### src/rtl/computer_pkg.sv
// Shared definitions for the arithmetic datapath blocks: default operand width,
// FSM state encoding and a counter-width helper.
package computer_pkg;

  localparam int unsigned DEFAULT_WIDTH = 8;

  typedef enum logic [1:0] {
    IDLE = 2'd0,
    ADD  = 2'd1,
    DONE = 2'd2
  } state_t;

  // Bit counter width: ceil(log2(w)), kept at least one bit wide.
  function automatic int unsigned cnt_width(input int unsigned w);
    return (w < 2) ? 1 : $clog2(w);
  endfunction

endpackage

### src/rtl/full_adder.sv
// One-bit combinational full adder, the bit-slice of the serial datapath.
module full_adder (
  input  logic a,
  input  logic b,
  input  logic cin,
  output logic s,
  output logic cout
);

  assign s    = a ^ b ^ cin;
  assign cout = (a & b) | (a & cin) | (b & cin);

endmodule

### src/rtl/serial_subtractor.sv
// Bit-serial A + B (B arrives already negated), one bit per clock, LSB first.
// Result and flags are registered on completion and held until the next one.
module serial_subtractor
  import computer_pkg::*;
#(
  parameter int unsigned WIDTH = DEFAULT_WIDTH
) (
  input  logic             clk,
  input  logic             rst,
  input  logic             en,
  input  logic [WIDTH-1:0] A,
  input  logic [WIDTH-1:0] B,
  input  logic             B_ready,
  output logic [WIDTH-1:0] Output,
  output logic             carry,
  output logic             overflow,
  output logic             zero,
  output logic             ready
);

  localparam int unsigned CW = cnt_width(WIDTH);
  localparam logic [CW-1:0] LAST = CW'(WIDTH - 1);

  state_t           state;
  logic [WIDTH-1:0] a_sh;
  logic [WIDTH-1:0] b_sh;
  logic [WIDTH-2:0] res_sh;
  logic             c_int;
  logic [CW-1:0]    cnt;
  logic             a_msb;
  logic             b_msb;

  logic             fa_s;
  logic             fa_cout;
  logic [WIDTH-1:0] sum_next;

  full_adder u_fa (
    .a    (a_sh[0]),
    .b    (b_sh[0]),
    .cin  (c_int),
    .s    (fa_s),
    .cout (fa_cout)
  );

  // New sum bit enters at the MSB; on the last step this is the full result.
  assign sum_next = {fa_s, res_sh};

  always_ff @(posedge clk) begin
    if (rst) begin
      state    <= IDLE;
      a_sh     <= '0;
      b_sh     <= '0;
      res_sh   <= '0;
      c_int    <= 1'b0;
      cnt      <= '0;
      a_msb    <= 1'b0;
      b_msb    <= 1'b0;
      Output   <= '0;
      carry    <= 1'b0;
      overflow <= 1'b0;
      zero     <= 1'b0;
      ready    <= 1'b0;
    end else begin
      case (state)
        IDLE: begin
          ready <= 1'b0;
          if (en && B_ready) begin
            a_sh   <= A;
            b_sh   <= B;
            a_msb  <= A[WIDTH-1];
            b_msb  <= B[WIDTH-1];
            res_sh <= '0;
            c_int  <= 1'b0;
            cnt    <= '0;
            state  <= ADD;
          end
        end

        ADD: begin
          if (!en) begin
            // Abort: previous result and flags stay visible.
            state <= IDLE;
          end else begin
            a_sh   <= a_sh >> 1;
            b_sh   <= b_sh >> 1;
            res_sh <= sum_next[WIDTH-1:1];
            c_int  <= fa_cout;
            cnt    <= cnt + CW'(1);
            if (cnt == LAST) begin
              Output   <= sum_next;
              carry    <= fa_cout;
              overflow <= (a_msb == b_msb) && (sum_next[WIDTH-1] != a_msb);
              zero     <= (sum_next == '0);
              ready    <= 1'b1;
              state    <= DONE;
            end
          end
        end

        DONE: begin
          if (!en) begin
            ready <= 1'b0;
            state <= IDLE;
          end
        end

        default: begin
          ready <= 1'b0;
          state <= IDLE;
        end
      endcase
    end
  end

endmodule

### config.mk
export PLATFORM = sky130hd
export DESIGN_NAME = serial_subtractor
export DESIGN_NICKNAME = d
export VERILOG_FILES = /design/src/rtl/computer_pkg.sv /design/src/rtl/full_adder.sv /design/src/rtl/serial_subtractor.sv
export SDC_FILE = /design/constraint.sdc
export NUM_CORES = 1
export LEC_CHECK = 0
export CORE_UTILIZATION = 56
export CTS_BUF_LIST = sky130_fd_sc_hd__clkbuf_8 sky130_fd_sc_hd__clkbuf_16
export DETAILED_ROUTE_END_ITERATION = 10
export GPL_TIMING_DRIVEN = 0
export PLACE_DENSITY = 0.83
export SYNTH_ARGS = -nofsm -noshare
export SYNTH_HDL_FRONTEND = slang
export SYNTH_SLANG_ARGS = --single-unit
### constraint.sdc
create_clock -name clk -period 2.9 [get_ports clk]
set_clock_uncertainty 0.15 [all_clocks]
set_input_delay 0.58 -clock clk [delete_from_list [all_inputs] [get_ports clk]]
set_output_delay 0.58 -clock clk [all_outputs]
set_load 0.02 [all_outputs]
==> results of run 1 <==
area by class of cell:
type | instances | area, sq um | share of cell area
tap | 44 | 55.05 | 0.02339
inverter | 1 | 3.754 | 0.001595
clock buffer | 5 | 68.82 | 0.02924
clock inverter | 3 | 12.51 | 0.005316
buffer | 22 | 147.6 | 0.06273
multi-input combinational | 159 | 914.6 | 0.3886
sequential | 43 | 860.8 | 0.3658
timing repair buffer | 29 | 290.3 | 0.1233
synth_stat cells, types with 2 or more instances:
master,count,area [sq um]
ha_1,2,25.02
nor3_1,2,10.01
nand4b_1,2,17.52
nand2b_4,2,27.53
buf_2,6,30.03
nor2b_1,2,12.51
a311oi_2,2,30.03
nor2_1,3,11.26
a311oi_1,12,105.1
buf_4,3,22.52
nand4_1,10,62.56
a21oi_1,41,205.2
dfxtp_1,43,860.8
o21ai_0,13,65.06
nand2_1,51,191.4
buf_6,6,67.56
nor4_1,2,12.51
clkbuf_1,5,18.77
sequential cells by signal, summed over array words and instances, names as in the netlist:
register,flops
a_msb,1
res_sh,7
b_msb,1
Output,8
ready,1
zero,1
state,2
b_sh,8
c_int,1
overflow,1
carry,1
a_sh,8
cnt,3
power by group through the flow:
| stage | sequential, uW | combinational, uW | clock [uW] |
|---|---|---|---|
| 2_1_floorplan | 630 | 89.6 | 0 |
| 5_1_grt | 622 | 150 | 386 |
| 3_5_place_dp | 633 | 136 | 0 |
| 4_1_cts | 619 | 136 | 357 |
| 6_report | 619 | 137 | 358 |
| 3_3_place_gp | 633 | 133 | 0 |
layer usage:
layer,part of all wire,track usage,vias to the layer above
met1,0.45,0.3316,801
met5,0,0,-
met4,0.017,0.1201,0
met3,0.069,0.05117,9
met2,0.46,0.4333,77
li1,-,-,873
kinds of logic (layout without fill, tap and decap cells):
family	Yosys count	in the layout	share of synthesized area
flip-flops	43	43	0.4468
buffers and inverters	23	60	0.07856
multiplexers	1	1	0.005195
AND/OR/NAND/NOR	85	85	0.2292
adder cells (fa/ha/maj)	3	3	0.02337
AO/OA/AOI/OAI	70	70	0.2169
per-stage QoR:
| step | total power (uW) | std cells | worst slack (ns) | cell area, sq um |
|---|---|---|---|---|
| 5_1_grt | 1158 | 306 | 0.7732 | 2354 |
| 3_5_place_dp | 768.8 | 298 | 0.6169 | 2272 |
| 6_report | 1115 | 306 | 0.9174 | 2354 |
| 3_3_place_gp | 765.8 | 298 | 0.6725 | 2272 |
| 4_1_cts | 1112 | 306 | 0.9102 | 2354 |
| 2_1_floorplan | 719.7 | 225 | 1.266 | 1927 |
worst paths after layout:
check / endpoint / slack [ns] / cells after the start
setup / recovery: Output[7] / 0.92 / 1
hold / removal: Output[4]$_SDFFE_PP0P_ / 0.30 / 2
setup reg to reg: overflow$_SDFFE_PP0P_ / 1.13 / 4
hold reg to reg: Output[4]$_SDFFE_PP0P_ / 0.30 / 2
==> results.yml, run 1 <==
status:
  outcome: "complete, no violations"
worst_setup_path:
  critPathCaptureType: "output pin"
  crit_path_start: "Output[7]$_SDFFE_PP0P_"
  path_buf_inv: 1
  cp-start-kind: "flip-flop"
  slowest_delay_ns: 0.61
  r2r-start: "c_int$_SDFFE_PP0P_"
  cp_top_family: "buffers and inverters"
  path_class: "reg -> out"
  cp.required_ns: 2.17
  worst_path_max_delay_cell: "clkdlybuf4s50_1"
  crit_arrival_ns: 1.25
  worstPathCellList: "clkdlybuf4s50_1"
  crit_fanout: 2
sta:
  fin_crit_ns: 1.983
  slew_viol_final: 0
  worstMarginPinSlew_ns: 0.5715
  final_hold_viol_count: 0
  setup_viol: 0
  clock.fmax_ghz: 0.5044
  timing.slew.headroom: 0.6190
  period_share: 0.6836
  whs_ns: 0.3042
  rsz0062_at_grt: "no"
  tns_ns: 0
cts:
  cts_buffer_depth: 2
  clk_pin_slew_ns: 0.08
  cts_made_buffers: 5
  clockRootBuffer: "clkbuf_8"
  cts_max_level: 2
  cts_setup_buffers: 0
  clkSinkCount: 43
  ctsHoldBuffers: 0
  postCtsResizedCells: 0
  cts_tree: "done"
  clkLatencyLatePin_ns: 0.30
layout:
  final_cell_mix: "51 x nand2_1, 43 x dfxtp_1, 41 x a21oi_1"
  area_growth_pct: 22.14
  drive_gt1_frac: 0.1145
  antenna_cells: 0
  fin_util: 0.7464
  layout_commonest_cell: "nand2_1"
  layout.nets: 284
  n_fill_cell: 250
drt:
  ant_nets: 0
  dr.pass1.iters: 4
  routed_wl_um: 4363
  drt_iter0_drc: 106
  wl_per_cell_um: 14.26
  via_per_inst: 5.752
  vias: 1760
  drc: 0
synth:
  avgSynthCellArea_sq_um: 8.564
  syn_area_sq_um: 1927
  synth_nets: 248
  yosysWarnings: 0
  synth.yosys.seq_area_share: 0.4468
  synth_flop_cell: "dfxtp_1"
  synthCells: 225
  synth_cell_type_count: 36
  synth_edf_count: 0
  ys_seq_elements: 43
  synthArstFlopShare: 0
global_route:
  grt_pass1_wl_um: 7031
  gr-usage-all-layers: 0.2624
  antenna_found_initial: 0
  grt_max_degree: 13
  overflow: 0
  grt_pass1_vias: 1576
pwr:
  seqPwrFrac: 0.555
  p_per_area_nw_per_um2: 473.8
  p_sw_uw: 280.7
  p_leak_uw: 0.0008296
  peakVddDrop_mv: 0.3203
  intPower_uw: 834.3
  p_comb_frac: 0.123
  switching_share: 0.2518
  clockPowerShare: 0.321
floorplan:
  core-area_sq_um: 3153
  die_area_sq_um: 3680
  die_h_um: 60.66
  pin_count: 32
  start_util: 0.6111
  row_count: 20
  die_x_um: 60.66
min_path:
  hold_class: "reg -> reg"
  hp-start: "Output[4]$_SDFFE_PP0P_"
placement:
  gp_congestion: 0.7844
  dp_hpwl_um: 3087
  port_buffers: 29
flow_run:
  maxCapViolations: 0
No activity file was read; power rests on OpenSTA's default activity.
==> run 2, diff against run 1 <==
--- a/config.mk
+++ b/config.mk
@@ -5,11 +5,11 @@
 export SDC_FILE = /design/constraint.sdc
 export NUM_CORES = 1
 export LEC_CHECK = 0
-export CORE_UTILIZATION = 56
+export CORE_UTILIZATION = 47
 export CTS_BUF_LIST = sky130_fd_sc_hd__clkbuf_8 sky130_fd_sc_hd__clkbuf_16
 export DETAILED_ROUTE_END_ITERATION = 10
 export GPL_TIMING_DRIVEN = 0
-export PLACE_DENSITY = 0.83
+export PLACE_DENSITY = 0.75
 export SYNTH_ARGS = -nofsm -noshare
 export SYNTH_HDL_FRONTEND = slang
 export SYNTH_SLANG_ARGS = --single-unit
==> constraint.sdc (replaced) <==
create_clock -name clk -period 1.7 [get_ports clk]
set_clock_uncertainty 0.15 [all_clocks]
set_input_delay 0.34 -clock clk [delete_from_list [all_inputs] [get_ports clk]]
set_output_delay 0.34 -clock clk [all_outputs]
set_load 0.02 [all_outputs]
==> results.yml, run 2 (synthesis results as in run 1) <==
status:
  outcome: "complete, no violations"
pwr:
  p_leak_uw: 0.0009081
  peakVddDrop_mv: 0.4574
  p_sw_uw: 494.1
  finalPower_uw: 1938
  p_comb_frac: 0.131
  p_per_area_nw_per_um2: 801.3
  seqPwrFrac: 0.545
  intPower_uw: 1444
  switching_share: 0.2549
  clockPowerShare: 0.323
worst_setup_path:
  r2r-start: "c_int$_SDFFE_PP0P_"
  crit_fanout: 4
  path_class: "reg -> reg"
  rr_worst_depth: 4
  critPathCaptureType: "flip-flop"
  r2r_slack_ns: 0.04
  cp.required_ns: 1.72
  crit_arrival_ns: 1.68
  cp-start-kind: "flip-flop"
  r2r_end: "overflow$_SDFFE_PP0P_"
drt:
  drc: 0
  wl_per_cell_um: 13.46
  routed_wl_um: 4198
  vias: 1689
  via_per_inst: 5.413
  drt_iter0_drc: 121
  dr.pass1.iters: 4
  ant_nets: 0
cts:
  cts_made_buffers: 5
  clk_pin_slew_ns: 0.08
  clockRootBuffer: "clkbuf_8"
  cts_max_level: 2
  cts_buffer_depth: 2
  clkSinkCount: 43
  clkLatencyLatePin_ns: 0.30
  cts_tree: "done"
global_route:
  antenna_found_initial: 0
  grt_max_degree: 14
  grt_pass1_wl_um: 7155
  overflow: 0
  grt_pass1_vias: 1524
  gr-usage-all-layers: 0.2188
sta:
  clock.fmax_ghz: 0.6031
  final_hold_viol_count: 0
  whs_ns: 0.2146
  period_share: 0.9753
  fin_crit_ns: 1.658
  rsz0062_at_grt: "yes"
  slew_viol_final: 0
  worstMarginPinSlew_ns: 0.5395
  timing.slew.headroom: 0.6403
  setup_viol: 0
layout:
  layout.nets: 286
  seq_area_sq_um: 863.3
  layout_commonest_cell: "nand2_1"
  fin_cells: 312
  area_growth_pct: 25.52
  final_cell_mix: "51 x nand2_1, 41 x dfxtp_1, 40 x a21oi_1"
  drive_gt1_frac: 0.1591
  antenna_cells: 0
  fin_util: 0.6367
  multi_input_area_sq_um: 959.7
  stdcell_area_sq_um: 2419
  n_fill_cell: 350
  reg.largest.list: "Output x8, a_sh x8, b_sh x8"
floorplan:
  start_util: 0.5072
  pin_count: 32
  die_area_sq_um: 4360
  row_count: 22
  core-area_sq_um: 3799
  die_h_um: 66.03
  die_x_um: 66.03
placement:
  gp_congestion: 0.8092
  dpl_cell_area_sq_um: 2277
  place_inst: 302
  dp_hpwl_um: 2904
  port_buffers: 29
min_path:
  whs_endpoint: "ready$_SDFFE_PP0P_"
  hold_class: "in -> reg"
  hold_path_depth: 2
  hp-start: "rst"
flow_run:
  maxCapViolations: 0
==> run 2: cell types whose count changed in the layout (fill, tap and decap cells not counted), sizes merged <==
cell and change:
clkdlybuf4s50 -13, dlygate4sd2 +12, buf +2, clkinvlp +1
dlymetal6s2s +1, inv -1
==> run 2: what timing repair did <==
item	CTS	global route
buffers inserted	2	0
hold buffers	0	0
cloned	0	0
setup endpoints to repair	16	25
pin swaps	1	3
resized for setup	16	12
==> run 2: critical path: stages (launching register included) <==
cell and delay [ns]:
dfxtp_2 0.33, fa_2 0.64, and3b_1 0.20, a211oi_2 0.15, nor3_1 0.06
==> run 2: final cells by class <==
cell class,count,share of cell area
plain buffers,22,0.06363
clock buffers,5,0.02845
clock inverters,3,0.006725
inverters,1,0.001552
multi-input cells,159,0.3968
flip-flops and latches,43,0.3570
well taps,48,0.02483
repair buffers,31,0.1211
==> run 2: per-stage QoR <==
step | TNS (ns) | setup slack, ns
2_1_floorplan | 0 | 0.08218
3_3_place_gp | -5.479 | -0.3092
3_5_place_dp | -5.672 | -0.3164
4_1_cts | 0 | 0.01197
5_1_grt | -0.02372 | -0.02063
6_report | 0 | 0.04200
==> run 2: power groups by stage <==
stage | logic [uW] | clock network, uW | registers, uW
2_1_floorplan | 153 | 0 | 1070
3_3_place_gp | 229 | 0 | 1080
3_5_place_dp | 232 | 0 | 1080
4_1_cts | 248 | 645 | 1060
5_1_grt | 280 | 699 | 1060
6_report | 255 | 627 | 1060
==> run 2: how the worst max path moves through the flow <==
stage                          from                     to  slack (ns)  cells past startpoint
3_3_place_gp                B_ready   a_sh[3]$_SDFFE_PP0P_       -0.31                      6
3_5_place_dp                B_ready   a_sh[3]$_SDFFE_PP0P_       -0.32                      6
5_1_grt          c_int$_SDFFE_PP0P_  overflow$_SDFFE_PP0P_       -0.02                      4
4_1_cts        b_sh[0]$_SDFFE_PP0P_  overflow$_SDFFE_PP0P_        0.01                      4
2_1_floorplan    c_int$_SDFFE_PP0P_  overflow$_SDFFE_PP0P_        0.08                      4
6_report         c_int$_SDFFE_PP0P_  overflow$_SDFFE_PP0P_        0.04                      4
==> run 2: routing by layer <==
| layer | vias up | share of wire | track usage |
|---|---|---|---|
| met5 | - | 0 | 0 |
| met4 | 0 | 0.014 | 0.07181 |
| met1 | 777 | 0.49 | 0.2840 |
| met3 | 7 | 0.033 | 0.05690 |
| met2 | 29 | 0.46 | 0.3508 |
| li1 | 876 | - | - |
